[src/rtl/t_strobe_pkg.sv]
// Shared encodings for the toggle-strobe generator.
package t_strobe_pkg;

  // Run-mode encoding on the mode input.
  localparam logic [1:0] MODE_SINGLE = 2'b00;
  localparam logic [1:0] MODE_BURST  = 2'b01;
  localparam logic [1:0] MODE_CONT   = 2'b10;
  localparam logic [1:0] MODE_RSVD   = 2'b11;

  // FIRE: a pulse was issued at the last edge; GAP: waiting for the interval to expire.
  typedef enum logic [1:0] {
    IDLE,
    FIRE,
    GAP
  } state_e;

endpackage

[src/rtl/t_strobe_tick.sv]
// Interval down-counter: load on each pulse edge, count down to zero between pulses.
module t_strobe_tick #(
  parameter int unsigned W = 8
) (
  input  logic         clk,
  input  logic         rst,
  input  logic         load,
  input  logic [W-1:0] load_val,
  input  logic         count,
  output logic         zero
);

  logic [W-1:0] val_q;

  // Load takes priority; counting stops at zero.
  always_ff @(posedge clk or posedge rst) begin
    if (rst) begin
      val_q <= '0;
    end else if (load) begin
      val_q <= load_val;
    end else if (count && (val_q != '0)) begin
      val_q <= val_q - W'(1);
    end
  end

  assign zero = (val_q == '0);

endmodule

[src/rtl/t_strobe_gen.sv]
// Programmable toggle-strobe generator driving the t input of a T flip-flop.
module t_strobe_gen
  import t_strobe_pkg::*;
#(
  parameter int unsigned DIV_W = 8,
  parameter int unsigned CNT_W = 8
) (
  input  logic             clk,
  input  logic             rst,
  input  logic             start,
  input  logic             stop,
  input  logic [1:0]       mode,
  input  logic [DIV_W-1:0] div,
  input  logic [CNT_W-1:0] burst_len,
  output logic             t,
  output logic             busy,
  output logic             done,
  output logic [CNT_W-1:0] pulse_cnt
);

  state_e           state_q, state_d;
  logic [1:0]       mode_q, mode_d;
  logic [DIV_W-1:0] div_q, div_d;
  logic [CNT_W-1:0] rem_q, rem_d;   // pulses still to issue after the current one
  logic [CNT_W-1:0] cnt_q, cnt_d;
  logic             t_q, t_d;
  logic             done_q, done_d;

  logic             tick_load;
  logic [DIV_W-1:0] tick_load_val;
  logic             tick_count;
  logic             tick_zero;
  logic [DIV_W-1:0] div_in_eff;

  assign div_in_eff = (div == '0) ? DIV_W'(1) : div;

  t_strobe_tick #(
    .W (DIV_W)
  ) u_tick (
    .clk      (clk),
    .rst      (rst),
    .load     (tick_load),
    .load_val (tick_load_val),
    .count    (tick_count),
    .zero     (tick_zero)
  );

  // Next-state, pulse scheduling and handshake decode.
  always_comb begin
    state_d       = state_q;
    mode_d        = mode_q;
    div_d         = div_q;
    rem_d         = rem_q;
    cnt_d         = cnt_q;
    t_d           = 1'b0;
    done_d        = 1'b0;
    tick_load     = 1'b0;
    tick_load_val = div_q - DIV_W'(1);
    tick_count    = 1'b0;

    case (state_q)
      IDLE: begin
        if (start && (mode != MODE_RSVD)) begin
          mode_d        = mode;
          div_d         = div_in_eff;
          cnt_d         = '0;
          tick_load     = 1'b1;
          tick_load_val = div_in_eff - DIV_W'(1);
          if ((mode == MODE_BURST) && (burst_len == '0)) begin
            // Empty burst: complete immediately without ever going busy.
            done_d = 1'b1;
          end else begin
            t_d     = 1'b1;
            cnt_d   = CNT_W'(1);
            state_d = FIRE;
            rem_d   = (mode == MODE_BURST) ? burst_len - CNT_W'(1) : '0;
          end
        end
      end
      FIRE, GAP: begin
        if (stop) begin
          // Stop beats a pulse scheduled for the same edge.
          done_d  = 1'b1;
          state_d = IDLE;
        end else if ((mode_q != MODE_CONT) && (rem_q == '0)) begin
          done_d  = 1'b1;
          state_d = IDLE;
        end else if (tick_zero) begin
          t_d       = 1'b1;
          tick_load = 1'b1;
          state_d   = FIRE;
          if (~&cnt_q) begin
            cnt_d = cnt_q + CNT_W'(1);
          end
          if (mode_q == MODE_BURST) begin
            rem_d = rem_q - CNT_W'(1);
          end
        end else begin
          tick_count = 1'b1;
          state_d    = GAP;
        end
      end
      default: state_d = IDLE;
    endcase
  end

  // State and output registers.
  always_ff @(posedge clk or posedge rst) begin
    if (rst) begin
      state_q <= IDLE;
      mode_q  <= MODE_SINGLE;
      div_q   <= DIV_W'(1);
      rem_q   <= '0;
      cnt_q   <= '0;
      t_q     <= 1'b0;
      done_q  <= 1'b0;
    end else begin
      state_q <= state_d;
      mode_q  <= mode_d;
      div_q   <= div_d;
      rem_q   <= rem_d;
      cnt_q   <= cnt_d;
      t_q     <= t_d;
      done_q  <= done_d;
    end
  end

  assign t         = t_q;
  assign busy      = (state_q != IDLE);
  assign done      = done_q;
  assign pulse_cnt = cnt_q;

endmodule

[config.mk]
export PLATFORM = sky130hd
export DESIGN_NAME = t_strobe_gen
export DESIGN_NICKNAME = d
export VERILOG_FILES = /design/src/rtl/t_strobe_pkg.sv /design/src/rtl/t_strobe_tick.sv /design/src/rtl/t_strobe_gen.sv
export SDC_FILE = /design/constraint.sdc
export NUM_CORES = 1
export LEC_CHECK = 0
export CORE_MARGIN = 2
export CORE_UTILIZATION = 31
export DETAILED_ROUTE_END_ITERATION = 12
export GPL_ROUTABILITY_DRIVEN = 0
export PLACE_DENSITY = 0.57
export SYNTH_ARGS = -nofsm -noshare
export SYNTH_HDL_FRONTEND = slang
export SYNTH_HIERARCHICAL = 1
export SYNTH_SLANG_ARGS = --single-unit
export TNS_END_PERCENT = 1
[constraint.sdc]
create_clock -name clk -period 5.3 [get_ports clk]
set_clock_uncertainty 0.2 [all_clocks]
set_input_delay 1.325 -clock clk [delete_from_list [all_inputs] [get_ports clk]]
set_output_delay 1.325 -clock clk [all_outputs]
set_load 0.1 [all_outputs]
**Word-level counts from Yosys, hierarchy flattened**

Cells that the tools add are included.

- Shift-type cells: 0
- Add/subtract/negate cells: 6
- $lt $le $gt $ge: 0
- Reduce and logical (&&, ||, !) cells: 19
- Bitwise logic cells: 0
- Multiply operators: 0
- Div/mod/pow operators: 0
- Muxes and demuxes: 43
- Eq/ne operators: 13

Operators with widths:

| cell | number |
|---|---|
| $mux 8 | 17 |
| $sub 8x1->8 const B | 5 |
| $logic_not 8->1 | 4 |
| $pmux 8 s2 | 2 |
| $ne 2x2->1 const B | 9 |
| $mux 1 | 15 |
| $mux 2 | 5 |
| $add 8x1->8 const B | 1 |
| $reduce_and 8->1 | 1 |
| $reduce_bool 8->1 | 1 |
| $reduce_and 7->1 | 1 |
| $eq 2x1->1 const B | 3 |
| $pmux 1 s2 | 3 |
| $reduce_and 6->1 | 1 |
| $reduce_bool 2->1 | 3 |
| $logic_and 1x1->1 | 4 |
| $pmux 2 s2 | 1 |
| $reduce_and 2->1 | 2 |
| $eq 2x2->1 const B | 1 |
| $logic_not 2->1 | 1 |
| $reduce_or 2->1 | 1 |

- Bits in latches: 0
- Bits in registers: 38
- ROM bits: 0
- Word-level logic and storage cells: 89
- RAM bits: 0
- Memories kept: 0
- Input port bits: 22
- Output and inout bits: 11

**Logic depth before layout (Yosys ltp)**

- Depth after elaboration: 8
- Depth in mapped cells: 11
- Gate-level depth less buffers: 10

**Hierarchy**

Netlist, hierarchy kept.

By module, submodules not included:

| module | times used | cells each | area an instance (um^2) | sequential area each (um^2) |
|---|---|---|---|---|
| t_strobe_gen | 1 | 244 | 2198.4 | 752.0 |
| t_strobe_tick | 1 | 64 | 549.3 | 200.2 |

**Least setup slack after synthesis**

No wires, ideal clock.

- Path type: in2reg
- Start: input start
- End: register u_tick.val_q[0]
- Buffers on the path: 3
- Setup time: 0.134 ns
- Arrival time: 3.003 ns
- Stages: 9
- Required time: 4.966 ns
- Slack: 1.963 ns
- Path through: a21boi_1 -> nand2_1 -> clkbuf_1 -> a21oi_1 -> clkbuf_1 -> inv_1 -> clkbuf_1 -> o2111ai_1 -> o211ai_1

- Longest elaborated chain between the ends: 4
- Elaborated cells on any way between the ends: 7
- Classes of those cells: mux: 5; reduce/logical: 2

Ends and longest elaborated chain:

| element | line | source |
|---|---|---|
| start: declaration | t_strobe_gen.sv:10 | `input logic start,` |
| $logic_and 1x1->1 * | t_strobe_gen.sv:63 | `if (start && (mode != MODE_RSVD)) begin` |
| $mux 1 * | t_strobe_gen.sv:63 |  |
| $pmux 1 s2 * | t_strobe_gen.sv:61 | `case (state_q)` |
| via tick_load | t_strobe_gen.sv:29 | `logic tick_load;` |
| $mux 8 / $reduce_bool 2->1 (equally long branches) | - |  |
| end signal: assignment | t_strobe_tick.sv:20 | `val_q <= load_val;` |
| end signal: assignment | t_strobe_tick.sv:22 | `val_q <= val_q - W'(1);` |
| end: declaration | t_strobe_tick.sv:13 | `logic [W-1:0] val_q;` |

The timed path passes the listed nets; every way through them passes the cells marked *.
A chain may end at the register's enable or synchronous reset.

**Final worst setup path**

- Start: register state_q[0]
- End: output busy

- Longest elaborated chain between the ends: 1

Ends and longest elaborated chain:

| element | line | source |
|---|---|---|
| start: declaration | t_strobe_gen.sv:21 | `state_e state_q, state_d;` |
| start signal: assignment | t_strobe_gen.sv:118 | `state_q <= state_d;` |
| $reduce_bool 2->1 | t_strobe_gen.sv:129 | `assign busy = (state_q != IDLE);` |
| end: declaration | t_strobe_gen.sv:16 | `output logic busy,` |

Every way passes these cells.

==> flow_summary.toml <==
[sta]
slew_viol_final = 0
slew_headroom_pct = 30.22
rsz0062_at_grt = "no"
post-route-period-util_pct = 72.50
post-route-min-period_ns = 3.842
worstMarginPinSlew_ns = 1.046
setup_viol_count_final = 0
hold_viol_final = 0
fmax_mhz = 260.3
setup_ws_ns = 1.458
final.setup.tns_ns = 0

[final_layout]
nets = 375
layout_common_cells = "dfrtp_1 (37), clkdlybuf4s50_1 (32), nor2_1 (30)"
layout_commonest_cell = "dfrtp_1"
drive_gt1_share_pct = 10.20
syn2layout_area_growth_pct = 19.54
fin_cells = 451
n_fill_cell = 915
fin_util_pct = 37.85
antennaDiodeCount = 0

[hold_path]
min_from = "rem_q[7]$_DFFE_PP0P_"
min_path_cells = 2
hold_path_end = "rem_q[7]$_DFFE_PP0P_"
min_path_type = "reg2reg"

[placement]
portBuffers = 32
dp_cells = 443
hpwlAfterDp_um = 4771
place_ws_ns = 1.383

[clock_network]
cts.sinks = 38
postCtsSetupRepairBufs = 0
clk_pin_slew_ns = 0.08
clk_latency_ns = 0.29
cts_tree = "done"
root_buffer = "clkbuf_8"
post_cts_resize_count = 0
numCtsBuffers = 5
hold_buffers = 0
clock_path_buffers = 2
h-tree-depth = 2

[synthesis]
muxShareOfSynthArea_pct = 6.375
ys.flop_type = "dfrtp_1"
avgSynthCellArea_um2 = 8.921
yosys.cell_types.count = 65
synth_cells = 308
synth_xor_area_share_pct = 5.738
synth-compound-area-share_pct = 21.31
yosysWarnings = 6
ys_seq_elements = 38
synth_edf_count = 0
synth_top_family_by_area = "simple AND/OR/NAND/NOR gates"
synthesis.area_um2 = 2748
synthAdderAreaFrac_pct = 5.009
synth-simple-area-share_pct = 22.86
yosysSeqAreaShare_pct = 34.65
syn-num-nets = 341
synthArstFlopShare_pct = 100.0

[setup_path]
reg2reg_to = "u_tick/val_q[0]$_DFFE_PP0P_"
crit_type = "reg2out"
r2r-start = "u_tick/val_q[0]$_DFFE_PP0P_"
cp-end-kind = "output port"
crit_required_ns = 3.77
ff2ff_setup_slack_ns = 1.94
path_max_fanout = 5
worstSetupStartpointType = "flip-flop"
worstSetupStartpoint = "state_q[0]$_DFFE_PP0P_"
reg2reg_depth = 9
cp.arrival_ns = 2.32

[detailed_routing]
drt-pass1-iter-count = 4
wl_per_cell_um = 13.96
vias = 2344
vias_per_cell = 5.197
routed_wl_um = 6298
postRouteAntennaNets = 0
drcViolationCount = 0
detail_route.iter0.violations = 61

[grt]
antenna_found_initial = 0
overflow = 0
grt_max_degree = 28
grt_pass1_vias = 2386
track_usage_pct = 13.93
grt_pass1_wl_um = 11270

[floorplan]
core_area_um2 = 8678
io_pins = 33
dieArea_um2 = 9632
num_rows = 34
start_util_pct = 31.66
die_w_um = 98.15
die_y_um = 98.15

[status]
outcome = "completed"

[job]
maxCapViolCount = 0

[power]
peakVddDrop_mv = 0.3116
power.density_nw_per_um2 = 537.7
leakage_nw = 1.298
-- metal layers --
layer,track usage [%],wire length (um),vias up
met3,2.720,216,7
li1,-,-,1197
met1,18.81,3097,1101
met5,0,0,-
met2,23.29,2932,39
met4,3.056,52,0
-- sequential cells by signal, indices dropped and copies added, names as in the netlist --
signal	flops
mode_q	2
pulse_cnt	8
div_q	8
done	1
u_tick/val_q	8
state_q	2
rem_q	8
t	1
-- report_power, final --
part | internal (mW) | switching [mW] | leakage (nW)
clock network | 0.105 | 0.111 | 0.0472
logic | 0.403 | 0.616 | 0.779
registers | 0.407 | 0.124 | 0.472
-- area by class of cell --
| class | instances | area [um^2] | area share (%) |
|---|---|---|---|
| Clock buffer | 6 | 82.58 | 2.514 |
| Clock inverter | 2 | 12.51 | 0.3810 |
| Inverter | 22 | 82.58 | 2.514 |
| Multi-Input combinational cell | 241 | 1684 | 51.28 |
| Sequential cell | 38 | 952.2 | 28.99 |
| Tap cell | 108 | 135.1 | 4.114 |
| Timing Repair Buffer | 34 | 335.3 | 10.21 |
-- per-stage QoR --
step	hold WS, ns	cell area [um^2]	total power, mW
CTS	0.3275	3284	1.778
global placement	0.2934	3189	1.545
finish	0.3205	3284	1.766
global route	0.3424	3284	1.931
floorplan	0.2659	2748	1.318
detailed placement	0.3067	3189	1.554
-- worst max-delay path: stages, from the launching register on --
cell and delay, ns:
dfrtp_1 0.38, inv_1 0.05, ha_1 0.25, inv_1 0.17
clkdlybuf4s50_1 1.17
-- cell usage after synthesis, drive strengths merged, types with 2 or more instances --
cell     number  area [um^2]
a211o         2        26.28
a211oi        3        22.52
a21boi        2        15.02
a21o          2        15.01
a21oi        11        70.07
a22oi         2        15.01
a2bb2oi       2        17.52
a31oi         6        37.54
a32oi         2        17.52
a41oi         2        25.03
and2          2        12.51
and3          2        12.51
buf           2        10.01
clkbuf        5        18.77
dfrtp        37        925.9
ha           11        137.6
inv          22        82.58
mux2         11        135.1
mux2i         4        40.04
nand2        27        101.4
nand2b        6        37.54
nand3         9        45.04
nand3b        2        15.01
nand4         4        31.28
nor2         30        112.6
nor2b         5        31.28
nor3          6        30.03
nor3b         4        30.03
nor4          4        55.05
o211ai        3        22.52
o21a          2        15.01
o21ai        20        100.1
o22ai         6        37.54
o31a          3        27.53
o31ai         6        45.04
or3           2        13.77
or3b          2        17.52
or4           5        37.54
xnor2         9        78.83
xor2          9        78.83
-- logic make-up (layout without fill, tap and decap cells) --
logic type,Yosys count,count (layout)
AO/OA/AOI/OAI,82,82
XOR/XNOR,18,18
adder cells (fa/ha/maj),11,11
buffers and inverters,29,64
flip-flops,38,38
multiplexers,15,15
AND/OR/NAND/NOR,115,115
-- how the worst max path moves through the flow --
stage                                  endpoint  depth (start not counted)
floorplan           u_tick/val_q[0]$_DFFE_PP0P_                          9
global placement    u_tick/val_q[0]$_DFFE_PP0P_                          8
detailed placement  u_tick/val_q[0]$_DFFE_PP0P_                          8
CTS                                        busy                          4
global route        u_tick/val_q[0]$_DFFE_PP0P_                          8
finish                                     busy                          4
Note: power is estimated with default switching activity, not from simulation.
